### config.mk
export PLATFORM = sky130hd
export DESIGN_NAME = ps2_key_mmio
export DESIGN_NICKNAME = d
export VERILOG_FILES = /design/src/rtl/ps2_key_mmio.sv
export SDC_FILE = /design/constraint.sdc
export NUM_CORES = 1
export LEC_CHECK = 0
export ABC_AREA = 1
export BUFFER_PORTS_ARGS = -buffer_cell sky130_fd_sc_hd__buf_2
export CORE_AREA = 3 3 99 101
export DETAILED_ROUTE_END_ITERATION = 10
export DIE_AREA = 0 0 102 104
export PLACE_DENSITY = 0.85
export SYNTH_ARGS = -nofsm -noshare
export SYNTH_HDL_FRONTEND = slang
export SYNTH_SLANG_ARGS = --single-unit
### constraint.sdc
create_clock -name clk -period 1.7 [get_ports clk]
set_input_delay 0.34 -clock clk [delete_from_list [all_inputs] [get_ports clk]]
set_output_delay 0.34 -clock clk [all_outputs]
set_load 0.05 [all_outputs]
### src/rtl/ps2_key_mmio.sv
// ps2_key_mmio: PS/2 keyboard receiver feeding a CPU-polled key register.
// Deserialises PS/2 frames, drops break sequences (F0 xx) and E0 prefixes,
// and latches the last make code into key_word = {24'b0, code}. The CPU
// clears or overwrites the register by writing to KEY_ADDR. A make code
// landing in the same cycle as a CPU write wins so no key is lost.
// Build option: define PS2_PARITY_CHECK_EN to reject frames with bad parity;
// otherwise only a bad stop bit counts as a frame error.
// Handshake: key_valid is a one-cycle, unacknowledged strobe that is high in
// exactly the cycle key_word first shows a newly latched make code; there is
// no ready, and the CPU simply polls key_word.
module ps2_key_mmio #(
  parameter int unsigned KEY_ADDR       = 10,
  parameter int unsigned TIMEOUT_CYCLES = 50000
) (
  input  logic        clk,
  input  logic        rst,
  input  logic        ps2_clk,
  input  logic        ps2_data,
  input  logic [31:0] mem_addr,
  input  logic        mem_we,
  input  logic [31:0] mem_wd,
  output logic [31:0] key_word,
  output logic        key_valid,
  output logic        frame_err,
  output logic [1:0]  dbg_state
);

  typedef enum logic [1:0] {
    ST_IDLE   = 2'd0,
    ST_DATA   = 2'd1,
    ST_PARITY = 2'd2,
    ST_STOP   = 2'd3
  } state_t;

  state_t      state_q, state_d;
  logic        ps2c_s1_q, ps2c_s2_q, ps2c_prev_q;
  logic        ps2d_s1_q, ps2d_s2_q;
  logic [2:0]  bit_cnt_q, bit_cnt_d;
  logic [7:0]  shift_q, shift_d;
  logic [31:0] to_cnt_q, to_cnt_d;
  logic        brk_q, brk_d;
  logic [31:0] key_word_q, key_word_d;
  logic        key_valid_q, key_valid_d;
  logic        frame_err_q, frame_err_d;
`ifdef PS2_PARITY_CHECK_EN
  logic        par_q, par_d;
`endif

  logic fall;
  logic bit_in;
  logic frame_good;
  logic cpu_hit;

  // Falling edge of the synchronised PS/2 clock; data is sampled on it.
  assign fall    = ps2c_prev_q & ~ps2c_s2_q;
  assign bit_in  = ps2d_s2_q;
  assign cpu_hit = mem_we && (mem_addr == 32'(KEY_ADDR));

  // Frame check evaluated while in STOP with bit_in being the stop bit.
  always_comb begin
`ifdef PS2_PARITY_CHECK_EN
    frame_good = bit_in & (^{shift_q, par_q});
`else
    frame_good = bit_in;
`endif
  end

  // Next-state logic: receiver FSM, timeout, break tracking, key register.
  always_comb begin
    state_d     = state_q;
    bit_cnt_d   = bit_cnt_q;
    shift_d     = shift_q;
    to_cnt_d    = to_cnt_q;
    brk_d       = brk_q;
    key_word_d  = key_word_q;
    key_valid_d = 1'b0;
    frame_err_d = frame_err_q;
`ifdef PS2_PARITY_CHECK_EN
    par_d       = par_q;
`endif

    // CPU write first so a make code latched below overrides it.
    if (cpu_hit) begin
      key_word_d = mem_wd;
    end

    if (fall) begin
      to_cnt_d = 32'd0;
    end else if (state_q != ST_IDLE) begin
      to_cnt_d = to_cnt_q + 32'd1;
    end

    if (fall) begin
      unique case (state_q)
        ST_IDLE: begin
          // A high level on a fall is not a start bit; stay idle silently.
          if (!bit_in) begin
            state_d   = ST_DATA;
            bit_cnt_d = 3'd0;
          end
        end
        ST_DATA: begin
          shift_d   = {bit_in, shift_q[7:1]};
          bit_cnt_d = bit_cnt_q + 3'd1;
          if (bit_cnt_q == 3'd7) begin
            state_d   = ST_PARITY;
            bit_cnt_d = 3'd0;
          end
        end
        ST_PARITY: begin
`ifdef PS2_PARITY_CHECK_EN
          par_d = bit_in;
`endif
          state_d = ST_STOP;
        end
        ST_STOP: begin
          state_d = ST_IDLE;
          if (!frame_good) begin
            frame_err_d = 1'b1;
          end else if (shift_q == 8'hF0) begin
            brk_d = 1'b1;
          end else if (shift_q == 8'hE0) begin
            brk_d = brk_q;
          end else if (brk_q) begin
            brk_d = 1'b0;
          end else begin
            key_word_d  = {24'b0, shift_q};
            key_valid_d = 1'b1;
          end
        end
        default: state_d = ST_IDLE;
      endcase
    end else if ((state_q != ST_IDLE) && (to_cnt_q == 32'(TIMEOUT_CYCLES))) begin
      // Device went quiet mid-frame: drop the partial byte, keep brk/err.
      state_d   = ST_IDLE;
      bit_cnt_d = 3'd0;
      shift_d   = 8'd0;
      to_cnt_d  = 32'd0;
    end
  end

  // State registers, synchronisers and edge register.
  always_ff @(posedge clk) begin
    if (rst) begin
      state_q     <= ST_IDLE;
      ps2c_s1_q   <= 1'b1;
      ps2c_s2_q   <= 1'b1;
      ps2c_prev_q <= 1'b1;
      ps2d_s1_q   <= 1'b1;
      ps2d_s2_q   <= 1'b1;
      bit_cnt_q   <= 3'd0;
      shift_q     <= 8'd0;
      to_cnt_q    <= 32'd0;
      brk_q       <= 1'b0;
      key_word_q  <= 32'd0;
      key_valid_q <= 1'b0;
      frame_err_q <= 1'b0;
    end else begin
      state_q     <= state_d;
      ps2c_s1_q   <= ps2_clk;
      ps2c_s2_q   <= ps2c_s1_q;
      ps2c_prev_q <= ps2c_s2_q;
      ps2d_s1_q   <= ps2_data;
      ps2d_s2_q   <= ps2d_s1_q;
      bit_cnt_q   <= bit_cnt_d;
      shift_q     <= shift_d;
      to_cnt_q    <= to_cnt_d;
      brk_q       <= brk_d;
      key_word_q  <= key_word_d;
      key_valid_q <= key_valid_d;
      frame_err_q <= frame_err_d;
    end
  end

`ifdef PS2_PARITY_CHECK_EN
  // Parity bit holding register.
  always_ff @(posedge clk) begin
    if (rst) begin
      par_q <= 1'b0;
    end else begin
      par_q <= par_d;
    end
  end
`endif

  assign key_word  = key_word_q;
  assign key_valid = key_valid_q;
  assign frame_err = frame_err_q;
  assign dbg_state = state_q;

endmodule

==> Word-level counts from Yosys, hierarchy flattened <==
Index checks and enable logic that the tools add are counted.
{ "op_classes": {"addsub": 2, "mul": 0, "div": 0, "magnitude_cmp": 0, "eq_ne": 13, "n_shift": 0, "n_mux": 27, "bitwise_logic": 5, "reduce_logical": 11} }
{ "ops": {"columns": ["cell", "n"], "rows": [
  ["$mux 32", 11],
  ["$add 32x1->32 const B", 1],
  ["$eq 32x16->1 const B", 1],
  ["$eq 32x4->1 const B", 1],
  ["$mux 8", 3],
  ["$eq 8x8->1 const B", 2],
  ["$mux 3", 4],
  ["$reduce_and 3->1", 3],
  ["$mux 2", 4],
  ["$pmux 2 s4", 1],
  ["$ne 3x3->1 const B", 2],
  ["$pmux 3 s2", 1],
  ["$reduce_or 6->1", 1],
  ["$eq 2x2->1 const B", 2],
  ["$not 1->1", 4],
  ["$reduce_and 4->1", 1],
  ["$reduce_bool 2->1", 2],
  ["$add 3x1->3 const B", 1],
  ["$eq 3x3->1 const B", 1],
  ["$mux 1", 3],
  ["$ne 3x1->1 const B", 1],
  ["$eq 2x1->1 const B", 1],
  ["$logic_and 1x1->1", 2],
  ["$logic_not 2->1", 1],
  ["4 further kinds", 4]
]} }
{ "totals": {"register_bits": 85, "latchBits": 0, "mem_bits_rw": 0, "romBits": 0, "in_bits": 69, "out_inout_bits": 36, "mem_count": 0} }

==> Depth between registers and ports, before layout <==
{ "logic_depth": {"ltp_word": 9, "depth_mapped": 13, "depth_no_buf": 12} }

==> Least setup slack after synthesis <==
No wires, ideal clock.
{ "synth_timing": {"path_kind": "reg-to-reg", "start": "register state_q[0] (netlist: dbg_state[0])", "end": "register to_cnt_q[22]", "arrival_time_ns": 1.916, "required_time_ns": 1.586, "setup_slack_ns": -0.331, "path_stages_with_launch": 13, "period_less_slack_ns": 2.031, "path_cell_list": "dfxtp_1 inv_1 ha_1 buf_6 inv_6 nand2_1 nor2_1 nand2_1 nor2_1 nand2_2 nand3_4 buf_4 nor2_1"} }
{ "synth_between": {"elab_chain_cells": 5} }
{ "synth_rtl": {"columns": ["item", "line_no", "rtl"], "rows": [
  ["start, declared", "35", "state_t state_q, state_d;"],
  ["start signal, assigned", "159", "state_q <= state_d;"],
  ["$reduce_bool 2->1 *", "89, 133", null],
  ["$mux 32", "89", "end else if (state_q != ST_IDLE) begin"],
  ["$mux 32", "87", "if (fall) begin"],
  ["$mux 32", "133", "end else if ((state_q != ST_IDLE) && (to_cnt_q == 32'(TIMEOUT_CYCLES))) begin"],
  ["$mux 32 *", "93", "if (fall) begin"],
  ["end signal, assigned", "167", "to_cnt_q <= to_cnt_d;"],
  ["end, declared", "40", "logic [31:0] to_cnt_q, to_cnt_d;"]
]} }
Every way passes the cells marked *; elsewhere a longest branch is shown, timed or not.
A chain may end at the register's enable or synchronous reset.

==> Worst setup path after layout <==
{ "layout_timing": {"start": "register state_q[0] (netlist: dbg_state[0])", "end": "register bit_cnt_q[0]"} }
{ "layout_between": {"elab_chain_cells": 4} }
{ "layout_rtl": {"columns": ["item", "line_no", "rtl"], "rows": [
  ["branches (longest 4 deep; another with $ne 3x1->1)", null, null],
  ["end signal, assigned", "165", "bit_cnt_q <= bit_cnt_d;"],
  ["end, declared", "38", "logic [2:0] bit_cnt_q, bit_cnt_d;"]
]} }
Parallel ways; which one is timed is not known.

==> reports/results.ini <==
[setup_path]
worst-path-max-fanout = 6
setup.worst_path.start_class = register
critPathCaptureType = register
path_class = reg2reg
cp.required_ns = 1.98
worstPathArrival_ns = 1.93

[die]
dieArea_um2 = 10600
core_area_um2 = 9110
start_util_pct = 48.2
row_count = 35
die_width_um = 102
die_y_um = 104
io_pins = 105

[sta]
slew-limit-headroom_pct = 74.8
setup_viol = 0
hold_viol = 0
finalCritPeriodShare_pct = 97.1
drv_slew = 0
fin_skew_ns = 0.0106
clock.fmax_mhz = 606
finalSetupTns_ns = 0
whs_ns = 0.167
rsz0062_at_grt = yes
period_minus_slack_ns = 1.65
tightestPinTransition_ns = 0.377

[layout]
diodes = 0
syn_to_final_growth_pct = 26.3
final_nets = 812
drive_gt1_share_pct = 32.0
utilization_pct = 60.8

[grt]
grtUsageTotal_pct = 20.0
overflow = 0
antenna_found_initial = 0
grt_pass1_wl_mm = 17.4
grt_max_degree = 22
first_global_vias = 3890

[run]
drv_cap = 0

[clock_tree]
cts_tree = done
numCtsBuffers = 9
htreeDepth = 3
cts_buffer_depth = 2
cts_hold_buf = 0
cts.clk_slew.worst_paths_ns = 0.09
cts-root-buf = clkbuf_8
clock_sinks = 85
clock_latency_ns = 0.35

[yosys]
synth_cells = 608
ys_seq_elements = 85
synth_area_um2 = 4390
synthAdderAreaFrac_pct = 2.28
synth_seq_area_share_pct = 38.8
synth-xor-area-share_pct = 2.80
synth_area_leaders = dfxtp_1 39%, nor2_1 14%, nand2_1 9.6%
synthSimpleGateAreaFrac_pct = 43.4
synthArstFlopShare_pct = 0
synth.area.mux_share_pct = 0
synth_largest_area_cell = dfxtp_1
synth_top_flop_cell = dfxtp_1
synth_edf_count = 0
synth_area_per_cell_um2 = 7.21
synth_warnings = 0
synth_compound_area_share_pct = 4.71
synth_cell_types = 38
synth_top_area_share_pct = 38.8
synth_nets = 685
synth_top_family_by_area = simple AND/OR/NAND/NOR gates

[pwr]
p_leak_nw = 2.52
power.density_nw_per_um2 = 675
vdd_drop_max_v = 0.000641
finalPower_mw = 3.74

[place]
place_hpwl_mm = 7.90
gp_congestion = 0.930
port_buffers = 104

[detailed_routing]
vias_per_cell = 5.06
dr_wl_met3_um = 716
drtPass1Iterations = 6
wl_met1_mm = 4.63
wl_met2_mm = 5.31
wirelength_mm = 11.0
ant_nets = 0
initialDrtViolationCount = 265
drcViolationCount = 0
top_layer_used = met4
wl_per_cell_um = 12.9
vias = 4302

[hold_path]
holdCritPathClass = in2reg

[outcome]
status = complete, no violations

[cells by family after synthesis]
logic type / count (synthesis)
buffers and inverters: 79
DFF: 85
xor gates and xnor gates: 14
AOI/OAI and AO/OA: 37
and+or+nand+nor: 385
adders and majority gates: 8
[placed cells by master (no fill, tap or decap), types with 3 or more instances in the layout]
master      n
nor3_2     31
o21ai_0     8
nand3_1    29
nand2_2     9
nand2_4     4
or2_2       4
buf_2     104
nor3_1     10
nand4_1     9
nor2_2     10
ha_1        6
a21oi_1    21
clkinv_4    4
o21ai_1     3
nor3b_2     3
clkbuf_8    9
inv_1      57
nand2_1   108
xor2_1     12
nor2_1    152
buf_12      5
dfxtp_1    81
nor2_4      4
nand3_2     3
inv_2       4
buf_4      20
[timing repair]
action	in CTS	in global routing
buffers inserted	3	1
setup endpoints to repair	2	45
gates resized for setup	0	26
cloned	0	2
pin swaps	0	6
[worst max-delay path: stages (launching register included)]
cell and delay (ns):
dfxtp_4 0.39, inv_4 0.04, ha_4 0.16, clkinv_4 0.08, buf_4 0.15, nor3_4 0.06, a31oi_2 0.33, nand3_1 0.17
a21oi_1 0.19
[metrics by stage]
stage	setup WS, ns	area [µm²]	cells
after global placement	0.0414	5170	829
after global routing	-0.0426	5540	851
after detailed placement	0.00885	5170	829
after floorplan	0.00719	4400	608
after CTS	0.0380	5400	848
final	0.0489	5540	851
[synth_stat cells (4+ instances only)]
cell type and n:
nand3_1 29, dfxtp_1 85, nand2_2 6, nand4_1 9, buf_6 4, buf_4 4
nand2_1 112, nor3_2 30, ha_1 8, xor2_1 12, nor2_2 5, clkbuf_1 4
o21ai_0 9, nor3_1 13, a21oi_1 21, or2_2 4, inv_1 59, nor2_1 158
[sequential cells by signal, summed over array words and instances (netlist names)]
register and count:
ps2c_s2_q 1, bit_cnt_q 3, shift_q 8, ps2d_s1_q 1, to_cnt_q 32, bit_in 1, ps2c_prev_q 1, ps2c_s1_q 1
frame_err 1, brk_q 1, key_valid 1, key_word 32, dbg_state 2
[power by group]
group | internal [mW] | total, mW | switching, mW
registers | 2.00 | 2.01 | 0.00949
clock network | 0.692 | 1.42 | 0.731
logic | 0.147 | 0.306 | 0.159
total | 2.84 | 3.74 | 0.900
[per-layer routing]
metal	up-vias	GRT usage [%]
li1	2171	-
met1	1939	26.0
met2	157	32.2
met3	35	5.37
met4	0	5.81
met5	-	0
[final cells by class]
cell class	count	area, µm²
Multi-Input combinational cell	444	2420
Fill cell	792	3570
Clock buffer	10	128
Clock inverter	6	72.6
Sequential cell	85	1710
Tap cell	111	139
Timing Repair Buffer	131	821
Inverter	64	249
[worst paths after layout]
check	startpoint	to	slack [ns]	cells past startpoint
setup / recovery	dbg_state[0]	bit_cnt_q[0]	0.05	8
hold / removal	ps2_clk	ps2c_s1_q	0.17	2
setup reg to reg	dbg_state[0]	bit_cnt_q[0]	0.05	8
hold reg to reg	ps2d_s1_q	bit_in	0.42	1
Power figures use the tool's default switching activity.
